$ cat src/rtl/i2s_tx_controller.sv
// i2s_tx_controller: 20-bit stereo I2S transmitter with a one-entry sample buffer and a BCLK divider.
// Define I2S_UNDERRUN_HOLD_EN to repeat the last pair on underrun instead of sending silence.
module i2s_tx_controller #(
  parameter int BCLK_HALF = 8
) (
  input  logic        CLOCK50MHz,
  input  logic        RESET,
  input  logic        ENABLE,
  input  logic [19:0] LEFT_IN,
  input  logic [19:0] RIGHT_IN,
  input  logic        SAMPLE_VALID,
  output logic        SAMPLE_READY,
  output logic        BCLK,
  output logic        DACLRC,
  output logic        DACDAT,
  output logic        UNDERRUN
);
  typedef enum logic [1:0] {IDLE, LEFT, RIGHT} stateT;
  stateT state, stateNext;
  logic [7:0] div;
  logic [5:0] bitCnt, cntNext;
  logic bufFull;
  logic [19:0] bufLeft, bufRight;
  logic [31:0] leftWord, rightWord;
  logic divWrap, fall, frameStart, goIdle, xfer;
  // Offset-binary to two's complement, then framed with the one-BCLK I2S delay slot.
  function automatic logic [31:0] toWord(input logic [19:0] s);
    return {1'b0, ~s[19], s[18:0], 4'b0, 7'b0};
  endfunction
  assign divWrap = div == 8'(BCLK_HALF - 1);
  assign fall = state != IDLE && divWrap && BCLK;
  assign frameStart = fall && bitCnt == 6'd63;
  assign goIdle = frameStart && !ENABLE;
  assign cntNext = bitCnt + 6'd1;
  assign xfer = SAMPLE_VALID && !bufFull;
  assign SAMPLE_READY = !bufFull;
  always_ff @(posedge CLOCK50MHz) state <= RESET ? IDLE : stateNext;
  always_comb begin
    stateNext = (state == IDLE || frameStart) ? (ENABLE ? LEFT : IDLE) :
                (fall && bitCnt == 6'd31) ? RIGHT : state;
  end
  always_ff @(posedge CLOCK50MHz) begin
    if (RESET) begin
      div <= '0;
      bitCnt <= '1;
      BCLK <= 1'b0;
      DACLRC <= 1'b1;
      DACDAT <= 1'b0;
      UNDERRUN <= 1'b0;
      bufFull <= 1'b0;
      bufLeft <= '0;
      bufRight <= '0;
      leftWord <= '0;
      rightWord <= '0;
    end else begin
      UNDERRUN <= 1'b0;
      if (xfer) begin
        bufFull <= 1'b1;
        bufLeft <= LEFT_IN;
        bufRight <= RIGHT_IN;
      end
      if (state == IDLE || goIdle) begin
        div <= '0;
        bitCnt <= '1;
        BCLK <= 1'b0;
        DACLRC <= 1'b1;
        DACDAT <= 1'b0;
      end else begin
        div <= divWrap ? '0 : div + 8'd1;
        if (divWrap) BCLK <= !BCLK;
        if (fall) begin
          bitCnt <= cntNext;
          DACLRC <= cntNext[5];
          DACDAT <= cntNext[5] ? rightWord[~cntNext[4:0]] : leftWord[~cntNext[4:0]];
        end
        // A same-cycle transfer lands in the buffer above and waits for the next frame.
        if (frameStart) begin
          DACDAT <= 1'b0;
          if (bufFull) begin
            leftWord <= toWord(bufLeft);
            rightWord <= toWord(bufRight);
            bufFull <= 1'b0;
          end else begin
            UNDERRUN <= 1'b1;
`ifdef I2S_UNDERRUN_HOLD_EN
            leftWord <= leftWord;
            rightWord <= rightWord;
`else
            leftWord <= '0;
            rightWord <= '0;
`endif
          end
        end
      end
    end
  end
endmodule
$ cat config.mk
export PLATFORM = sky130hd
export DESIGN_NAME = i2s_tx_controller
export DESIGN_NICKNAME = d
export VERILOG_FILES = /design/src/rtl/i2s_tx_controller.sv
export SDC_FILE = /design/constraint.sdc
export NUM_CORES = 1
export LEC_CHECK = 0
export ABC_CLOCK_PERIOD_IN_PS = 3000
export CAP_MARGIN = 20
export CORE_MARGIN = 5
export CORE_UTILIZATION = 40
export CTS_BUF_LIST = sky130_fd_sc_hd__clkbuf_16
export CTS_CLUSTER_DIAMETER = 50
export DETAILED_ROUTE_END_ITERATION = 16
export PLACE_DENSITY = 0.6
export SETUP_SLACK_MARGIN = 0.4
export SYNTH_ARGS = -nofsm -noshare
export SYNTH_HDL_FRONTEND = slang
export SYNTH_SLANG_ARGS = --single-unit
$ cat constraint.sdc
create_clock -name CLOCK50MHz -period 3 [get_ports CLOCK50MHz]
set_clock_uncertainty 0.1 [all_clocks]
set_input_delay 0.6 -clock CLOCK50MHz [delete_from_list [all_inputs] [get_ports CLOCK50MHz]]
set_output_delay 0.6 -clock CLOCK50MHz [all_outputs]
set_load 0.02 [all_outputs]
==> flow_metrics.py, run 1 <==
metrics = {
    "critical_path": {
        "cp_data_arrival_time_ns": 2.74,
        "setup.worst_path.end_class": "flip-flop",
        "path_cells": "or4_4 > or4_4 > or4b_4 > or3_4 > a21oi_2",
        "path_class": "reg2reg",
        "critPathMaxStageDelay_ns": 0.56,
        "critPathMaxFanout": 8,
        "cp-startpoint": "div[6]",
        "path_delay_family": "simple AND/OR/NAND/NOR gates",
        "worst_ep_required_time_ns": 3.17,
        "reg2reg_slack_ns": 0.43,
        "crit_path_frequent_cell": "or4_4",
        "path_buf_inv": 0,
        "crit_path_top_delay_cell": "or4b_4",
        "r2r-start": "div[6]",
        "r2r_cells": 5,
        "r2r-end": "rightWord[30]",
        "setup.worst_path.start_class": "flip-flop",
    },
    "synth": {
        "syn-num-nets": 554,
        "syn_area_per_cell_um2": 8.133,
        "async_reset_ff_share_pct": 0,
        "synth_seq_area_share_pct": 48.46,
        "synth_cell_type_count": 43,
        "ys_warn_count": 0,
        "synth_edf_count": 0,
        "synthFlopType": "dfxtp_1",
        "postSynthCellCount": 508,
        "syn-cell-area_um2": 4131,
        "ys_ff_latch": 100,
    },
    "worst_hold_path": {
        "hold_path.class": "reg2reg",
        "min_path_cells": 2,
        "hold_end": "leftWord[25]",
        "min-delay-start": "leftWord[25]",
    },
    "grt": {
        "grt_pass1_vias": 3323,
        "antenna_found_initial": 0,
        "grt_max_degree": 42,
        "overflow": 0,
        "grt_pass1_wl_mm": 15.59,
        "track_usage_pct": 14.86,
    },
    "clock_network": {
        "cts_buffers": 9,
        "cts-root-buf": "clkbuf_16",
        "cts_tree": "done",
        "clkLatencyLatePin_ns": 0.34,
        "clock_sinks": 100,
        "clkSlewWorstSetupHoldPaths_ns": 0.08,
        "holdBufCountCts": 0,
        "cts_max_level": 3,
        "cts.path.max_buffers": 2,
    },
    "timing": {
        "totalNegativeSetupSlack_ns": 0,
        "tightest_slew_ns": 0.7031,
        "fin_ws_ns": 0.4281,
        "setup-violations-final": 0,
        "hold_slack_ns": 0.3518,
        "max_freq_ghz": 0.3888,
        "period_needed_ns": 2.572,
        "max-slew-margin-rel_pct": 52.54,
        "period_share_pct": 85.73,
        "finalHoldViolations": 0,
        "rsz0062_at_grt": "true",
        "slew_violations": 0,
    },
    "floorplan": {
        "io_pins": 49,
        "fp-row-count": 37,
        "die_height_um": 111.6,
        "coreArea_um2": 10180,
        "die_area_um2": 12460,
        "initial_core_util_pct": 40.57,
        "fp.dieW_um": 111.6,
    },
    "cells_and_area": {
        "fill_cells": 1010,
        "layout-drive-gt1-share_pct": 10.97,
        "fin_area_um2": 5110,
        "post-route-util_pct": 50.17,
        "stdcell_count": 683,
        "num_antenna_cells": 0,
        "syn2layout_area_growth_pct": 23.68,
        "final_nets": 588,
    },
    "route": {
        "drtIter0Drc": 248,
        "drtAntennaViolNets": 0,
        "viasPerCell": 5.059,
        "wl_mm": 9.311,
        "via_count": 3455,
        "dr.pass1.iters": 4,
        "drcViolationCount": 0,
        "post_drt_wl_per_cell_um": 13.63,
    },
    "placed_design": {
        "preCtsSetupSlack_ns": 0.3479,
        "hpwl_mm": 6.168,
        "dp_cells": 664,
        "place_area_um2": 4736,
        "gp_congestion": 0.8281,
        "port_buffers": 48,
    },
    "power": {
        "peakVddDrop_uv": 276.6,
        "p_total_mw": 2.714,
        "p_leak_nw": 1.812,
        "p_per_area_nw_per_um2": 531.2,
    },
    "flow_run": {
        "drv_cap": 0,
    },
    "outcome": {
        "status": "finished clean",
    },
}
==> what timing repair did <==
action | CTS | global route
pin swaps | 1 | 2
setup endpoints to repair | 27 | 39
cloned | 0 | 1
setup buffers | 0 | 2
hold endpoints to repair | 0 | 0
resized for setup | 2 | 12
==> sequential cells by signal, indices dropped and copies added (netlist names) <==
register	flops
bufLeft	20
bufFull	1
DACLRC	1
rightWord	20
bufRight	20
UNDERRUN	1
state	2
DACDAT	1
leftWord	20
BCLK	1
div	8
bitCnt	5
==> Yosys cell counts (2+ instances only) <==
| library cell | count | area, um2 |
|---|---|---|
| a211oi_1 | 2 | 15.01 |
| a21oi_1 | 84 | 420.4 |
| and3_1 | 5 | 31.28 |
| buf_2 | 5 | 25.02 |
| clkbuf_1 | 37 | 138.9 |
| dfxtp_1 | 100 | 2002 |
| ha_1 | 2 | 25.02 |
| inv_1 | 5 | 18.77 |
| mux2_2 | 2 | 22.52 |
| mux2i_1 | 2 | 20.02 |
| mux4_2 | 8 | 180.2 |
| nand2_1 | 133 | 499.2 |
| nand2b_1 | 2 | 12.51 |
| nand3_1 | 48 | 240.2 |
| nand3b_1 | 3 | 22.52 |
| nand4_1 | 2 | 12.51 |
| nor2_1 | 20 | 75.07 |
| nor3_1 | 2 | 10.01 |
| o211ai_1 | 3 | 22.52 |
| o21ai_0 | 2 | 10.01 |
| o311ai_0 | 2 | 17.52 |
| or2_2 | 2 | 12.51 |
| or3_1 | 4 | 25.02 |
| xnor2_1 | 8 | 70.07 |
| xor2_1 | 7 | 61.31 |
==> per-layer routing <==
layer  track usage [%]  up-vias  share of wire, %
met5                 0        -                 0
met4             3.731        0              0.93
met3             4.076        8               4.7
met2             23.22       86                45
met1             20.41     1574                50
li1                  -     1787                 -
==> how the worst max path moves through the flow <==
stage	endpoint	cells past startpoint
after global placement	bufFull	6
after detailed placement	bufFull	7
after global routing	bufFull	6
after floorplan	leftWord[30]	7
final	rightWord[30]	5
after CTS	leftWord[14]	6
==> layout make-up <==
type | count | area (um2) | area share, %
timing repair buffer | 66 | 621.8 | 12.17
clock inverter | 7 | 77.57 | 1.518
inverter | 5 | 18.77 | 0.3673
tap | 136 | 170.2 | 3.330
sequential | 100 | 2007 | 39.28
multi-input combinational | 360 | 1989 | 38.93
clock buffer | 9 | 225.2 | 4.407
==> cells in the final DEF, fill, tap and decap left out, types with 2 or more instances in the layout <==
master           count
nand4_1              2
or4_4                2
nand3_1             48
a21oi_1             83
dfxtp_2              4
or2_2                2
nand2_1            133
clkdlybuf4s50_1     47
buf_4               16
a211oi_1             2
clkinv_8             2
o211ai_1             3
dfxtp_1             96
inv_1                5
clkbuf_16            9
mux2_2               2
xnor2_1              8
or3_1                3
nor3_1               2
mux4_2               8
inv_6                2
xor2_1               7
nor2_1              20
inv_8                2
nand2b_1             2
nand3b_1             3
and3_1               5
o21ai_0              2
mux2i_1              2
o311ai_0             2
==> kinds of logic after synthesis <==
| family | Yosys count | synth area share, % |
|---|---|---|
| AO/OA/AOI/OAI | 103 | 13.66 |
| XOR/XNOR | 15 | 3.180 |
| adder cells (fa/ha/maj) | 2 | 0.6056 |
| buffers and inverters | 48 | 4.512 |
| flip-flops | 100 | 48.46 |
| multiplexers | 12 | 5.391 |
| AND/OR/NAND/NOR | 228 | 24.20 |
==> report_power, final <==
| group | internal, mW | switching, mW | total (mW) |
|---|---|---|---|
| clock | 0.594 | 0.561 | 1.15 |
| combinational | 0.0830 | 0.0955 | 0.178 |
| sequential | 1.36 | 0.0193 | 1.38 |
==> worst reg2reg max path: stages, from the launching register on <==
cell and delay [ns]:
dfxtp_2 0.34, or4_4 0.54, or4_4 0.50, or4b_4 0.56, or3_4 0.35, a21oi_2 0.12
Note: power is estimated with default switching activity, not from simulation.
==> run 2, diff against run 1 <==
- ABC_CLOCK_PERIOD_IN_PS: 3000 -> 2400
- RECOVER_POWER: default -> 100
- clock period: 3 -> 2.4 ns (I/O delays scaled with it)
==> flow_metrics.py, run 2 (synthesized netlist as in run 1, its figures left out) <==
metrics = {
    "clock_network": {
        "cts.path.max_buffers": 2,
        "clock_sinks": 100,
        "cts_max_level": 3,
        "clkLatencyLatePin_ns": 0.34,
        "clkSlewWorstSetupHoldPaths_ns": 0.07,
        "cts-root-buf": "clkbuf_16",
        "cts_tree": "done",
        "holdBufCountCts": 0,
        "cts_buffers": 9,
    },
    "grt": {
        "track_usage_pct": 16.17,
        "grt_pass1_wl_mm": 16.84,
        "antenna_found_initial": 0,
        "grt_max_degree": 84,
        "grt_pass1_vias": 3539,
        "overflow": 0,
    },
    "critical_path": {
        "cp-startpoint": "div[6]",
        "setup.worst_path.start_class": "flip-flop",
        "setup.worst_path.end_class": "flip-flop",
        "cp_data_arrival_time_ns": 2.62,
        "critPathCapture": "leftWord[30]",
        "r2r-end": "leftWord[30]",
        "worst_ep_required_time_ns": 2.57,
        "path_delay_family": "simple AND/OR/NAND/NOR gates",
        "critPathMaxStageDelay_ns": 0.54,
        "r2r_cells": 5,
        "path_buf_inv": 0,
        "r2r-start": "div[6]",
        "path_cells": "or4_4 > or4_4 > or4b_4 > or3_1 > a21oi_1",
        "path_class": "reg2reg",
        "critPathMaxFanout": 4,
        "crit_path_frequent_cell": "or4_4",
        "cp.depth": 5,
        "reg2reg_slack_ns": -0.05,
        "crit_path_top_delay_cell": "or4b_4",
    },
    "route": {
        "drcViolationCount": 0,
        "post_drt_wl_per_cell_um": 14.12,
        "drtIter0Drc": 152,
        "drtAntennaViolNets": 0,
        "viasPerCell": 5.112,
        "dr.pass1.iters": 4,
        "wl_mm": 9.998,
        "via_count": 3619,
    },
    "placed_design": {
        "dp_cells": 680,
        "gp_congestion": 0.8313,
        "hpwl_mm": 6.302,
        "preCtsSetupSlack_ns": -0.1418,
        "port_buffers": 48,
        "place_area_um2": 4881,
    },
    "timing": {
        "totalNegativeSetupSlack_ns": -0.1281,
        "max-slew-margin-rel_pct": 46.90,
        "period_needed_ns": 2.447,
        "rsz0062_at_grt": "true",
        "setup-violations-final": 5,
        "hold_slack_ns": 0.2801,
        "tightest_slew_ns": 0.7966,
        "slew_violations": 0,
        "fin_ws_ns": -0.04743,
        "max_freq_ghz": 0.4086,
        "finalHoldViolations": 0,
        "period_share_pct": 102.0,
    },
    "outcome": {
        "status": "complete, but fails checks",
        "violations": "setup timing",
    },
    "cells_and_area": {
        "final_nets": 613,
        "post-route-util_pct": 53.19,
        "final_cell_mix": "nand2_1 (131), dfxtp_1 (99), a21oi_1 (77), nand3_1 (47), clkdlybuf4s50_1 (44)",
        "num_antenna_cells": 0,
        "syn2layout_area_growth_pct": 31.13,
        "final_common_cell": "nand2_1",
        "layout-drive-gt1-share_pct": 15.91,
        "fin_area_um2": 5418,
        "stdcell_count": 708,
    },
    "flow_run": {
        "drv_cap": 0,
    },
    "floorplan": {
        "fp-row-count": 37,
        "fp.dieW_um": 111.6,
        "io_pins": 49,
        "die_height_um": 111.6,
        "initial_core_util_pct": 40.57,
        "coreArea_um2": 10180,
        "die_area_um2": 12460,
    },
    "worst_hold_path": {
        "min-delay-start": "RESET",
        "hold_path.class": "in2reg",
    },
    "power": {
        "peakVddDrop_uv": 285.7,
        "p_per_area_nw_per_um2": 606.2,
        "p_leak_nw": 1.971,
        "p_total_mw": 3.284,
    },
}
run 2: cell types whose count changed in the layout (fill, tap and decap cells not counted), moves of 2 or more:
cell,previous run,this run
clkdlybuf4s50_1,47,44
inv_8,2,0
clkinv_8,2,0
dfxtp_2,4,1
nand2_1,133,131
dfxtp_1,96,99
a21oi_2,1,7
clkbuf_16,9,11
buf_12,0,4
a21oi_1,83,77
clkbuf_1,0,2
nand2_2,0,2
buf_4,16,28
buf_6,1,4
run 2: power by group:
group	switching [mW]	internal [mW]	total [mW]
registers	0.0229	1.70	1.73
logic	0.122	0.108	0.231
clock network	0.627	0.700	1.33
total	0.773	2.51	3.28
run 2: routing by layer:
layer,vias to the layer above,share of wire [%],track usage (%)
li1,1839,-,-
met1,1698,47,21.84
met2,66,47,26.18
met3,16,4.0,2.554
met4,0,1.9,5.921
met5,-,0,0
run 2: final cells by class:
| class | count | area, um2 |
|---|---|---|
| clock buffers | 9 | 225.2 |
| clock inverters | 7 | 42.54 |
| fillers | 1012 | 4767 |
| inverters | 5 | 18.77 |
| flip-flops and latches | 100 | 2003 |
| well taps | 136 | 170.2 |
| multi-input cells | 360 | 2038 |
| repair buffers | 91 | 919.6 |
run 2: worst min-delay path by stage:
stage | endpoint | slack (ns) | cells after the start
after floorplan | div[0] | 0.31 | 1
after global placement | leftWord[20] | 0.34 | 2
after detailed placement | rightWord[13] | 0.34 | 2
after CTS | state[0] | 0.28 | 2
after global routing | state[0] | 0.29 | 2
final | state[0] | 0.28 | 2
run 2: timing repair:
action                                  4_1_cts  5_1_grt
endpoints found under the setup margin       50       52
setup buffers                                 6        2
cloned                                        2        2
pin swaps                                    21       25
resized for setup                            28       13
==> run 3, diff against run 2 <==
- CORE_UTILIZATION: 40 -> 25
- PLACE_DENSITY: 0.6 -> 0.42
==> flow_metrics.py, run 3 (synthesized netlist as in run 1, its figures left out) <==
metrics = {
    "timing": {
        "period_share_pct": 102.7,
        "max_freq_ghz": 0.4057,
        "tightest_slew_ns": 0.8237,
        "hold_slack_ns": 0.3516,
        "fin_ws_ns": -0.06459,
        "setup-violations-final": 40,
        "finalHoldViolations": 0,
        "period_needed_ns": 2.465,
        "rsz0062_at_grt": "true",
        "slew_violations": 0,
        "max-slew-margin-rel_pct": 45.09,
    },
    "clock_network": {
        "clock_sinks": 100,
        "clkLatencyLatePin_ns": 0.34,
        "cts_buffers": 9,
        "cts.path.max_buffers": 2,
        "cts_max_level": 3,
        "cts_tree": "done",
        "clkSlewWorstSetupHoldPaths_ns": 0.07,
        "holdBufCountCts": 0,
        "cts-root-buf": "clkbuf_16",
    },
    "grt": {
        "grt_max_degree": 85,
        "grt_pass1_wl_mm": 18.38,
        "track_usage_pct": 11.62,
        "grt_pass1_vias": 3683,
        "overflow": 0,
        "antenna_found_initial": 0,
    },
    "floorplan": {
        "die_height_um": 138.6,
        "coreArea_um2": 16410,
        "fp.dieW_um": 138.6,
        "initial_core_util_pct": 25.18,
        "fp-row-count": 47,
        "die_area_um2": 19200,
        "io_pins": 49,
    },
    "route": {
        "drtAntennaViolNets": 0,
        "dr.pass1.iters": 4,
        "wl_mm": 10.87,
        "drcViolationCount": 0,
        "viasPerCell": 4.541,
        "drtIter0Drc": 202,
        "post_drt_wl_per_cell_um": 13.75,
        "via_count": 3592,
    },
    "critical_path": {
        "setup.worst_path.start_class": "flip-flop",
        "r2r-start": "div[6]",
        "worst_ep_required_time_ns": 2.58,
        "r2r-end": "rightWord[30]",
        "critPathMaxStageDelay_ns": 0.56,
        "crit_path_frequent_cell": "or4_4",
        "path_cells": "or4_4 > or4_4 > or4b_4 > or3_1 > a21oi_1",
        "cp_data_arrival_time_ns": 2.64,
        "r2r_cells": 5,
        "critPathCapture": "rightWord[30]",
        "path_class": "reg2reg",
        "critPathMaxFanout": 4,
        "cp-startpoint": "div[6]",
        "crit_path_top_delay_cell": "or4b_4",
        "reg2reg_slack_ns": -0.06,
        "setup.worst_path.end_class": "flip-flop",
    },
    "cells_and_area": {
        "final_common_cell": "nand2_1",
        "post-route-util_pct": 33.62,
        "syn2layout_area_growth_pct": 33.53,
        "final_nets": 613,
        "num_antenna_cells": 0,
        "fill_cells": 1748,
        "final_cell_mix": "nand2_1 (130), dfxtp_1 (99), a21oi_1 (80), nand3_1 (46), clkdlybuf4s50_1 (41)",
        "layout-drive-gt1-share_pct": 16.29,
    },
    "worst_hold_path": {
        "hold_path.class": "reg2reg",
    },
    "flow_run": {
        "drv_cap": 0,
    },
    "power": {
        "seqPwrFrac_pct": 52.7,
        "swShare_pct": 23.62,
        "power_switching_mw": 0.7734,
        "peakVddDrop_uv": 326.9,
        "p_comb_share_pct": 7.2,
        "p_per_area_nw_per_um2": 593.6,
        "clkPwrFrac_pct": 40.1,
        "p_leak_nw": 1.957,
        "p_total_mw": 3.274,
        "p_int_mw": 2.501,
    },
    "placed_design": {
        "port_buffers": 48,
        "preCtsSetupSlack_ns": -0.1469,
        "hpwl_mm": 6.889,
        "gp_congestion": 0.7618,
    },
    "outcome": {
        "violations": "setup timing",
        "status": "complete, but fails checks",
    },
}
==> run 3: worst min-delay path by stage <==
stage / from / end / depth (start not counted)
2_1_floorplan: div[0] / div[0] / 1
3_3_place_gp: rightWord[16] / rightWord[16] / 2
3_5_place_dp: rightWord[16] / rightWord[16] / 2
4_1_cts: leftWord[13] / leftWord[13] / 2
5_1_grt: rightWord[28] / rightWord[28] / 2
6_report: leftWord[21] / leftWord[21] / 2
==> run 3: power by group through the flow <==
| stage | registers (mW) | logic, mW | clock network [mW] |
|---|---|---|---|
| global placement | 1.76 | 0.234 | 0 |
| CTS | 1.73 | 0.241 | 1.36 |
| detailed placement | 1.76 | 0.237 | 0 |
| global route | 1.73 | 0.264 | 1.42 |
| finish | 1.73 | 0.236 | 1.31 |
| floorplan | 1.76 | 0.121 | 0 |
==> run 3: critical path: cells and delay by family, from the launching register on <==
kind            cells  cell delay, ns
compound gates      1            0.12
flops               1            0.32
simple gates        4            1.86
==> run 3: timing repair <==
action,4_1_cts,5_1_grt
setup endpoints to repair,51,51
setup buffers,7,1
pin swaps,5,17
resized for setup,25,17
gates cloned,4,0
==> run 3: routing by layer <==
layer	track usage (%)	vias to the layer above	share of wire, %	wire [um]
met5	0	-	0	0
met4	5.304	0	2.5	267
met3	2.310	16	3.6	392
met2	17.68	63	45	4853
met1	15.94	1677	49	5360
li1	-	1836	-	-
==> run 3: cell type report <==
| type | instances | area (um2) | share of cell area (%) |
|---|---|---|---|
| Tap cell | 220 | 275.3 | 4.990 |
| Inverter | 5 | 22.52 | 0.4083 |
| Timing Repair Buffer | 91 | 888.4 | 16.10 |
| Multi-Input combinational cell | 360 | 2067 | 37.47 |
| Clock inverter | 6 | 35.03 | 0.6351 |
| Sequential cell | 100 | 2003 | 36.31 |
| Clock buffer | 9 | 225.2 | 4.083 |
==> run 3: per-stage QoR <==
step,instance area (um2),setup TNS (ns),instances
finish,5517,-1.213,791
global route,5517,-4.641,791
CTS,5470,-3.728,790
detailed placement,4999,-3.690,764
global placement,4999,-3.435,764
floorplan,4178,-7.577,508
